<file path="src/rtl/uart_tx_arb.sv">
// uart_tx_arb: round-robin arbiter feeding one UART transmitter; parity bit enabled by UART_TX_ARB_PARITY_EN
module uart_tx_arb #(
    parameter int NUM_REQ      = 4,
    parameter int DATA_BITS    = 8,
    parameter int CLKS_PER_BIT = 16
) (
    input  logic                           clk,
    input  logic                           rst,
    input  logic [NUM_REQ-1:0]             req_valid,
    input  logic [NUM_REQ*DATA_BITS-1:0]   req_data,
    output logic [NUM_REQ-1:0]             req_ready,
    output logic                           tx,
    output logic                           busy,
    output logic [$clog2(NUM_REQ)-1:0]     grant_id,
    output logic                           frame_done
);
    localparam int IW = $clog2(NUM_REQ);
    localparam int BW = DATA_BITS > 1 ? $clog2(DATA_BITS) : 1;
    localparam int CW = $clog2(CLKS_PER_BIT);
    localparam logic [BW-1:0] LAST_BIT  = BW'(DATA_BITS - 1);
    localparam logic [CW-1:0] LAST_BAUD = CW'(CLKS_PER_BIT - 1);

    typedef enum logic [2:0] {
        IDLE,
        START,
        DATA,
`ifdef UART_TX_ARB_PARITY_EN
        PARITY,
`endif
        STOP
    } state_t;

    state_t               r_state, w_state_nxt;
    logic [DATA_BITS-1:0] r_data;
    logic [IW-1:0]        r_last, r_grant, w_win;
    logic [CW-1:0]        r_baud;
    logic [BW-1:0]        r_bit, w_bit_nxt;
    logic                 r_tx, w_tx_nxt, w_any, w_load, w_baud_last;
    int                   w_j;

    assign w_any       = |req_valid && !rst;
    assign w_load      = (r_state == IDLE) && w_any;
    assign w_baud_last = r_baud == LAST_BAUD;
    assign req_ready   = w_load ? {{(NUM_REQ-1){1'b0}}, 1'b1} << w_win : '0;
    assign tx          = r_tx;
    assign busy        = r_state != IDLE;
    assign grant_id    = r_grant;
    assign frame_done  = (r_state == STOP) && w_baud_last;

    // Round-robin pick: the lowest rotation distance from last_grant+1 wins
    always_comb begin
        w_win = r_last;
        w_j   = 0;
        for (int k = NUM_REQ; k >= 1; k--) begin
            w_j = (int'(r_last) + k) % NUM_REQ;
            if (req_valid[IW'(w_j)]) w_win = IW'(w_j);
        end
    end

    // Next state and bit index; the bit index restarts whenever the state changes
    always_comb begin
        w_state_nxt = r_state;
        w_bit_nxt   = r_bit;
        case (r_state)
            IDLE:    if (w_any) w_state_nxt = START;
            START:   if (w_baud_last) w_state_nxt = DATA;
            DATA:    if (w_baud_last) begin
`ifdef UART_TX_ARB_PARITY_EN
                         if (r_bit == LAST_BIT) w_state_nxt = PARITY;
`else
                         if (r_bit == LAST_BIT) w_state_nxt = STOP;
`endif
                         else w_bit_nxt = r_bit + 1'b1;
                     end
`ifdef UART_TX_ARB_PARITY_EN
            PARITY:  if (w_baud_last) w_state_nxt = STOP;
`endif
            STOP:    if (w_baud_last) w_state_nxt = IDLE;
            default: w_state_nxt = IDLE;
        endcase
        if (w_state_nxt != r_state) w_bit_nxt = '0;
    end

    // Line level for the upcoming cycle, so the registered tx lines up with the state
    always_comb begin
        w_tx_nxt = 1'b1;
        case (w_state_nxt)
            START:   w_tx_nxt = 1'b0;
            DATA:    w_tx_nxt = r_data[w_bit_nxt];
`ifdef UART_TX_ARB_PARITY_EN
            PARITY:  w_tx_nxt = ^r_data;
`endif
            default: w_tx_nxt = 1'b1;
        endcase
    end

    // FSM state register
    always_ff @(posedge clk) begin
        if (rst) r_state <= IDLE;
        else r_state <= w_state_nxt;
    end

    // Counters, tx line and the grant/data latch taken on the handshake edge
    always_ff @(posedge clk) begin
        if (rst) begin
            r_tx    <= 1'b1;
            r_baud  <= '0;
            r_bit   <= '0;
            r_data  <= '0;
            r_grant <= '0;
            r_last  <= IW'(NUM_REQ - 1);
        end else begin
            r_tx   <= w_tx_nxt;
            r_bit  <= w_bit_nxt;
            r_baud <= (r_state == IDLE || w_baud_last) ? '0 : r_baud + 1'b1;
            if (w_load) begin
                r_data  <= req_data[w_win*DATA_BITS +: DATA_BITS];
                r_grant <= w_win;
                r_last  <= w_win;
            end
        end
    end
endmodule

</file>
<file path="config.mk">
export PLATFORM = sky130hd
export DESIGN_NAME = uart_tx_arb
export DESIGN_NICKNAME = d
export VERILOG_FILES = /design/src/rtl/uart_tx_arb.sv
export SDC_FILE = /design/constraint.sdc
export NUM_CORES = 1
export LEC_CHECK = 0
export ABC_AREA = 1
export CAP_MARGIN = 20
export CORE_MARGIN = 2
export CORE_UTILIZATION = 60
export CTS_BUF_LIST = sky130_fd_sc_hd__clkbuf_2 sky130_fd_sc_hd__clkbuf_4 sky130_fd_sc_hd__clkbuf_8
export DETAILED_ROUTE_END_ITERATION = 10
export DONT_BUFFER_PORTS = 1
export PLACE_DENSITY = 0.76
export REMOVE_ABC_BUFFERS = 1
export SYNTH_ARGS = -nofsm -noshare
export SYNTH_HDL_FRONTEND = slang
export SYNTH_SLANG_ARGS = --single-unit
</file>
<file path="constraint.sdc">
create_clock -name clk -period 3.1 [get_ports clk]
set_input_delay 0.465 -clock clk [delete_from_list [all_inputs] [get_ports clk]]
set_output_delay 0.465 -clock clk [all_outputs]
set_load 0.02 [all_outputs]
</file>
# Word-level counts from Yosys, hierarchy flattened
# Index checks and enable logic that the tools add are counted.
dict set report totals {
  reg_bits 23
  out_inout_bits 9
}
dict set report classes {
  n_addsub 6
  n_lt_le_gt_ge 5
  eq_ne 8
  shifts 2
  muxes 30
  n_reduce_logical 9
}
# cell count
set op_table {}
lappend op_table {{$shiftx 32x6->8} 1}
lappend op_table {{$mux 3} 9}
lappend op_table {{$lt 2x4->1 const B} 4}
lappend op_table {{$pmux 3 s4} 1}
lappend op_table {{$eq 3x2->1 const B} 3}
lappend op_table {{$mux 1} 9}
lappend op_table {{$bmux 1 s2} 4}
lappend op_table {{$mux 2} 4}
lappend op_table {{$eq 3x1->1 const B} 2}
lappend op_table {{$add 2x1->2 const B} 2}
lappend op_table {{$add 2x2->2 const B} 2}
lappend op_table {{$add 4x1->4 const B} 1}
lappend op_table {{$eq 4x4->1 const B} 1}
lappend op_table {{$lt 3x4->1 const B} 1}
lappend op_table {{$mux 4} 1}
lappend op_table {{$reduce_or 4->1} 1}
lappend op_table {{$shl 1x2->4 const A} 1}
lappend op_table {{$add 3x1->3 const B} 1}
lappend op_table {{$bmux 1 s3} 1}
lappend op_table {{$eq 3x3->1 const B} 1}
lappend op_table {{$logic_and 1x1->1} 3}
lappend op_table {{$logic_not 3->1} 1}
lappend op_table {{$ne 3x3->1} 1}
lappend op_table {{$reduce_bool 3->1} 1}
lappend op_table {{other kinds (4)} 4}

# Logic depth before layout (Yosys ltp)
dict set report depth {
  word_depth 10
  mapped_depth 17
}

# Worst setup path after synthesis
# Ideal clock, no wire load.
dict set report synth_timing {
  kind {input port to output port}
  start {input req_valid[0]}
  end {output req_ready[0]}
  arrival_time_ns 1.673
  setup_slack_ns 0.962
  stages 11
  n_path_buf 1
  cell_sequence {nand2_1 -> nand2_2 -> or2_1 -> nand2_2 -> nand3_2 -> nand2_2 -> buf_6 -> inv_2 -> nor2_4 -> inv_2 -> nor2_1}
}
dict set report synth_via {
  elab_chain_len 9
  elab_cells_between_ends 21
  classes_between {1 x shift; 17 x mux; 3 x reduce/logical}
}
# element line
set synth_lines {}
lappend synth_lines {{start: declaration} 9} ;# input logic [NUM_REQ-1:0] req_valid,
lappend synth_lines {{$bmux 1 s2} 56} ;# if (req_valid[IW'(w_j)]) w_win = IW'(w_j);
lappend synth_lines {{$mux 1 (not written as such) (2 in a row)} 56}
lappend synth_lines {{$mux 2 (4 in a row)} 56}
lappend synth_lines {{$shl 1x2->4} 44} ;# assign req_ready = w_load ? {{(NUM_REQ-1){1'b0}}, 1'b1} << w_win : '0;
lappend synth_lines {{$mux 4 (*)} 44}
lappend synth_lines {{end: declaration} 11} ;# output logic [NUM_REQ-1:0] req_ready,
# Every way passes the cells marked *; elsewhere a longest branch is shown, timed or not. The select of a mux whose other input is x is not followed.

# Final worst setup path
dict set report layout_timing {
  start {register r_last[0]}
  end {output req_ready[0]}
}
dict set report layout_via {
  elab_chain_len 10
  elab_cells_between_ends 22
  classes_between {4 x add/sub; 1 x shift; 17 x mux}
}
# element line
set layout_lines {}
lappend layout_lines {{start: declaration} 35} ;# logic [IW-1:0] r_last, r_grant, w_win;
lappend layout_lines {{start signal: assignment} 111} ;# r_last <= IW'(NUM_REQ - 1);
lappend layout_lines {{start signal: assignment} 119} ;# r_last <= w_win;
lappend layout_lines {{$add 2x1->2} 55} ;# w_j = (int'(r_last) + k) % NUM_REQ;
lappend layout_lines {{$bmux 1 s2} 56}
lappend layout_lines {{$mux 1 (not written as such) (2 in a row)} 56}
lappend layout_lines {{$mux 2 (3 in a row)} 56}
lappend layout_lines {{$mux 2 (*)} 56}
lappend layout_lines {{$shl 1x2->4 (*)} 44}
lappend layout_lines {{$mux 4 (*)} 44}
# Marks and branches as above.

==> impl_metrics.yaml <==
layout:
  drive_gt1_share_pct: 7.98
  diodes: 0
  layout_commonest_cell: "nand2_1"
  area_growth_pct: 1.35
  layout.nets: 304
  layout_common_cells: "nand2_1, nand3_1, inv_1"
  multi_input_area_sq_um: 906
  fin_area_sq_um: 1600
  fillers: 270
  seqCellArea_sq_um: 460
sta:
  finalCritPeriodShare_pct: 90.6
  tns_ps: 0
  timing.fmax_mhz: 356
  finalClockSkew_ps: 6.47
  min_period_ps: 2810
  hold_ws_ps: 204
  rsz0062_at_grt: "false"
  setup_viol: 0
  slew_violations: 0
  finalHoldViolCount: 0
  setup_ws_ps: 291
synthesis:
  synth_cell_types: 28
  synth-seq-area-share_pct: 29.1
  syn_inst: 264
  syn-mean-instance-area_sq_um: 5.99
  yosysTopAreaCell: "dfxtp_1"
  yosys_warnings: 0
  netlist_area_sq_um: 1580
  synth_top_area_share_pct: 29.1
  synth_seq_cells: 23
  yosys-top-cells-area: "dfxtp_1, nand3_1, nand2_1"
drt:
  vias_per_cell: 5.17
  drt-initial-drc-count: 51
  final_antenna_net_count: 0
  num_vias: 1516
  wl_per_cell_microns: 10.8
  totalWireLength_microns: 3170
  dr.pass1.iters: 4
  drc: 0
die:
  dieArea_sq_um: 3060
  dieWidth_microns: 55.3
  start_util_pct: 63.8
  core_area_sq_um: 2480
  top_level_ports: 47
  die_height_microns: 55.3
  rows: 18
placement:
  placement.cell_area_sq_um: 1580
  preCtsSetupSlack_ps: 660
  dp_hpwl_microns: 2510
  gp_congestion: 0.808
  portBuffers: 0
pwr:
  p_int_mw: 0.504
  pwr-share-clk_pct: 15.3
  leakagePower_nw: 0.854
  switching_share_pct: 42.8
  p_comb_share_pct: 43.7
  powerDensity_nw_per_um2: 550
  seq_power_share_pct: 41.0
  power.net_switching_mw: 0.377
  peakVddDrop_mv: 0.332
critical_path:
  r2r_cells: 13
  critPathCaptureType: "output port"
  critPathArrivalTime_ps: 2340
  cp-startpoint: "r_last[0]"
  worstPathRequired_ps: 2630
  cp-start-kind: "flip-flop"
  rr_endpoint: "r_data[0]"
  path_buf_inv: 3
  crit_chain: "inv_4, nand2_2, nand2_2, or2_1, nand2_2, nand3_2, nand2_2, inv_2, nor2_4, inv_2, nor2_1"
  cpPeakStageDelay_ps: 580
  cp_top_family: "simple AND/OR/NAND/NOR gates"
  timing.rr.start: "r_last[0]"
  reg2reg_slack_ps: 900
  crit_path_top_delay_cell: "dfxtp_1"
  crit_fanout: 15
  path_class: "flip-flop to output port"
  crit_top_cell: "nand2_2"
global_routing:
  grt_pass1_vias: 1356
  grt_max_degree: 20
  grt-ovfl-total: 0
  antenna_found_initial: 0
  grt_usage_pct: 22.2
  grt_pass1_wl_microns: 5660
clock_tree:
  cts_buffers: 3
  cts-root-buf: "clkbuf_4"
  cts_buffer_depth: 2
  ctsHoldBuffers: 0
  post_cts.repair.setup_buffers: 0
  tritoncts_num_sinks: 23
  clk_latency_ps: 310
  cts.reportedPaths.clkPinSlew_ps: 120
  htreeDepth: 1
  cts_tree: "done"
  cts.repair.resized: 0
min_path:
  holdPathEnd: "r_state[1]"
  hold_path_startpoint: "rst"
  hold_path.class: "primary input to flip-flop"
  holdPathStages: 1
run_status:
  status: "complete, no violations"
flow_run:
  maxCapViolations: 0
-- worst max path at each step --
stage,slack (ps),cells past startpoint,end
final,290,11,req_ready[0]
after global routing,100,12,req_ready[0]
after CTS,290,11,req_ready[0]
after detailed placement,660,11,req_ready[0]
after global placement,700,11,req_ready[2]
after floorplan,660,11,req_ready[0]
-- area by class of cell --
class                      count  share of cell area (%)
sequential                    23                    28.7
timing repair buffer           1                   0.468
clock inverter                 1                   0.312
inverter                      43                    10.2
multi-input combinational    192                    56.5
tap                           30                    2.34
clock buffer                   3                    1.41
-- stage by stage --
step	utilization (%)	cells	total power [mW]
2_1_floorplan	-	258	0.674
3_3_place_gp	63.6	289	0.747
3_5_place_dp	63.6	289	0.753
4_1_cts	64.7	293	0.891
5_1_grt	64.7	293	0.966
6_report	64.7	293	0.881
-- per-layer routing --
layer / GRT usage, % / share of wire [%] / wire (microns) / up-vias
li1: - / - / - / 827
met1: 29.5 / 48 / 1520 / 657
met2: 36.4 / 47 / 1490 / 30
met3: 6.56 / 4.6 / 146 / 2
met4: 3.14 / 0.38 / 12 / 0
met5: 0 / 0 / 0 / -
-- kinds of logic after synthesis --
family                     Yosys count  share of synthesized area [%]
AOI/OAI and AO/OA                   11                           3.88
xor gates and xnor gates             2                           1.11
adders and majority gates            2                           1.58
buffers and inverters               49                           13.6
DFF                                 23                           29.1
other                                1                          0.237
and+or+nand+nor                    176                           50.5
-- cell usage after synthesis --
master / count
nand2_1: 72
nand3_1: 55
inv_1: 38
nor2_1: 29
dfxtp_1: 23
nand2_2: 6
inv_2: 4
nand3b_1: 4
a21oi_1: 3
buf_6: 3
nor3_1: 3
o21ai_0: 3
buf_2: 2
ha_1: 2
nand3_2: 2
o211ai_1: 2
o21ai_1: 2
a31oi_1: 1
buf_4: 1
conb_1: 1
inv_4: 1
nand2_4: 1
nand4_1: 1
nor2_2: 1
nor2_4: 1
or2_1: 1
xnor2_1: 1
xor2_1: 1
-- worst register-to-register path, delay by kind of cell (launching register included) --
kind | cells | cell delay [ps]
and+or+nand+nor | 10 | 1160
DFF | 1 | 580
buffers and inverters | 3 | 360
-- power by group through the flow --
stage                     Combinational [mW]  Sequential [mW]  Clock, mW
after floorplan                        0.312            0.362          0
after global placement                 0.379            0.368          0
after detailed placement               0.385            0.369          0
after CTS                              0.386            0.362      0.143
after global routing                   0.448            0.366      0.152
final                                  0.385            0.362      0.135
-- flip-flops by register name, indices dropped and copies added (netlist names) --
| signal | cells |
|---|---|
| r_bit | 3 |
| grant_id | 2 |
| r_state | 3 |
| tx | 1 |
| r_data | 8 |
| r_last | 2 |
| r_baud | 4 |
(Power assumes the default switching activity.)
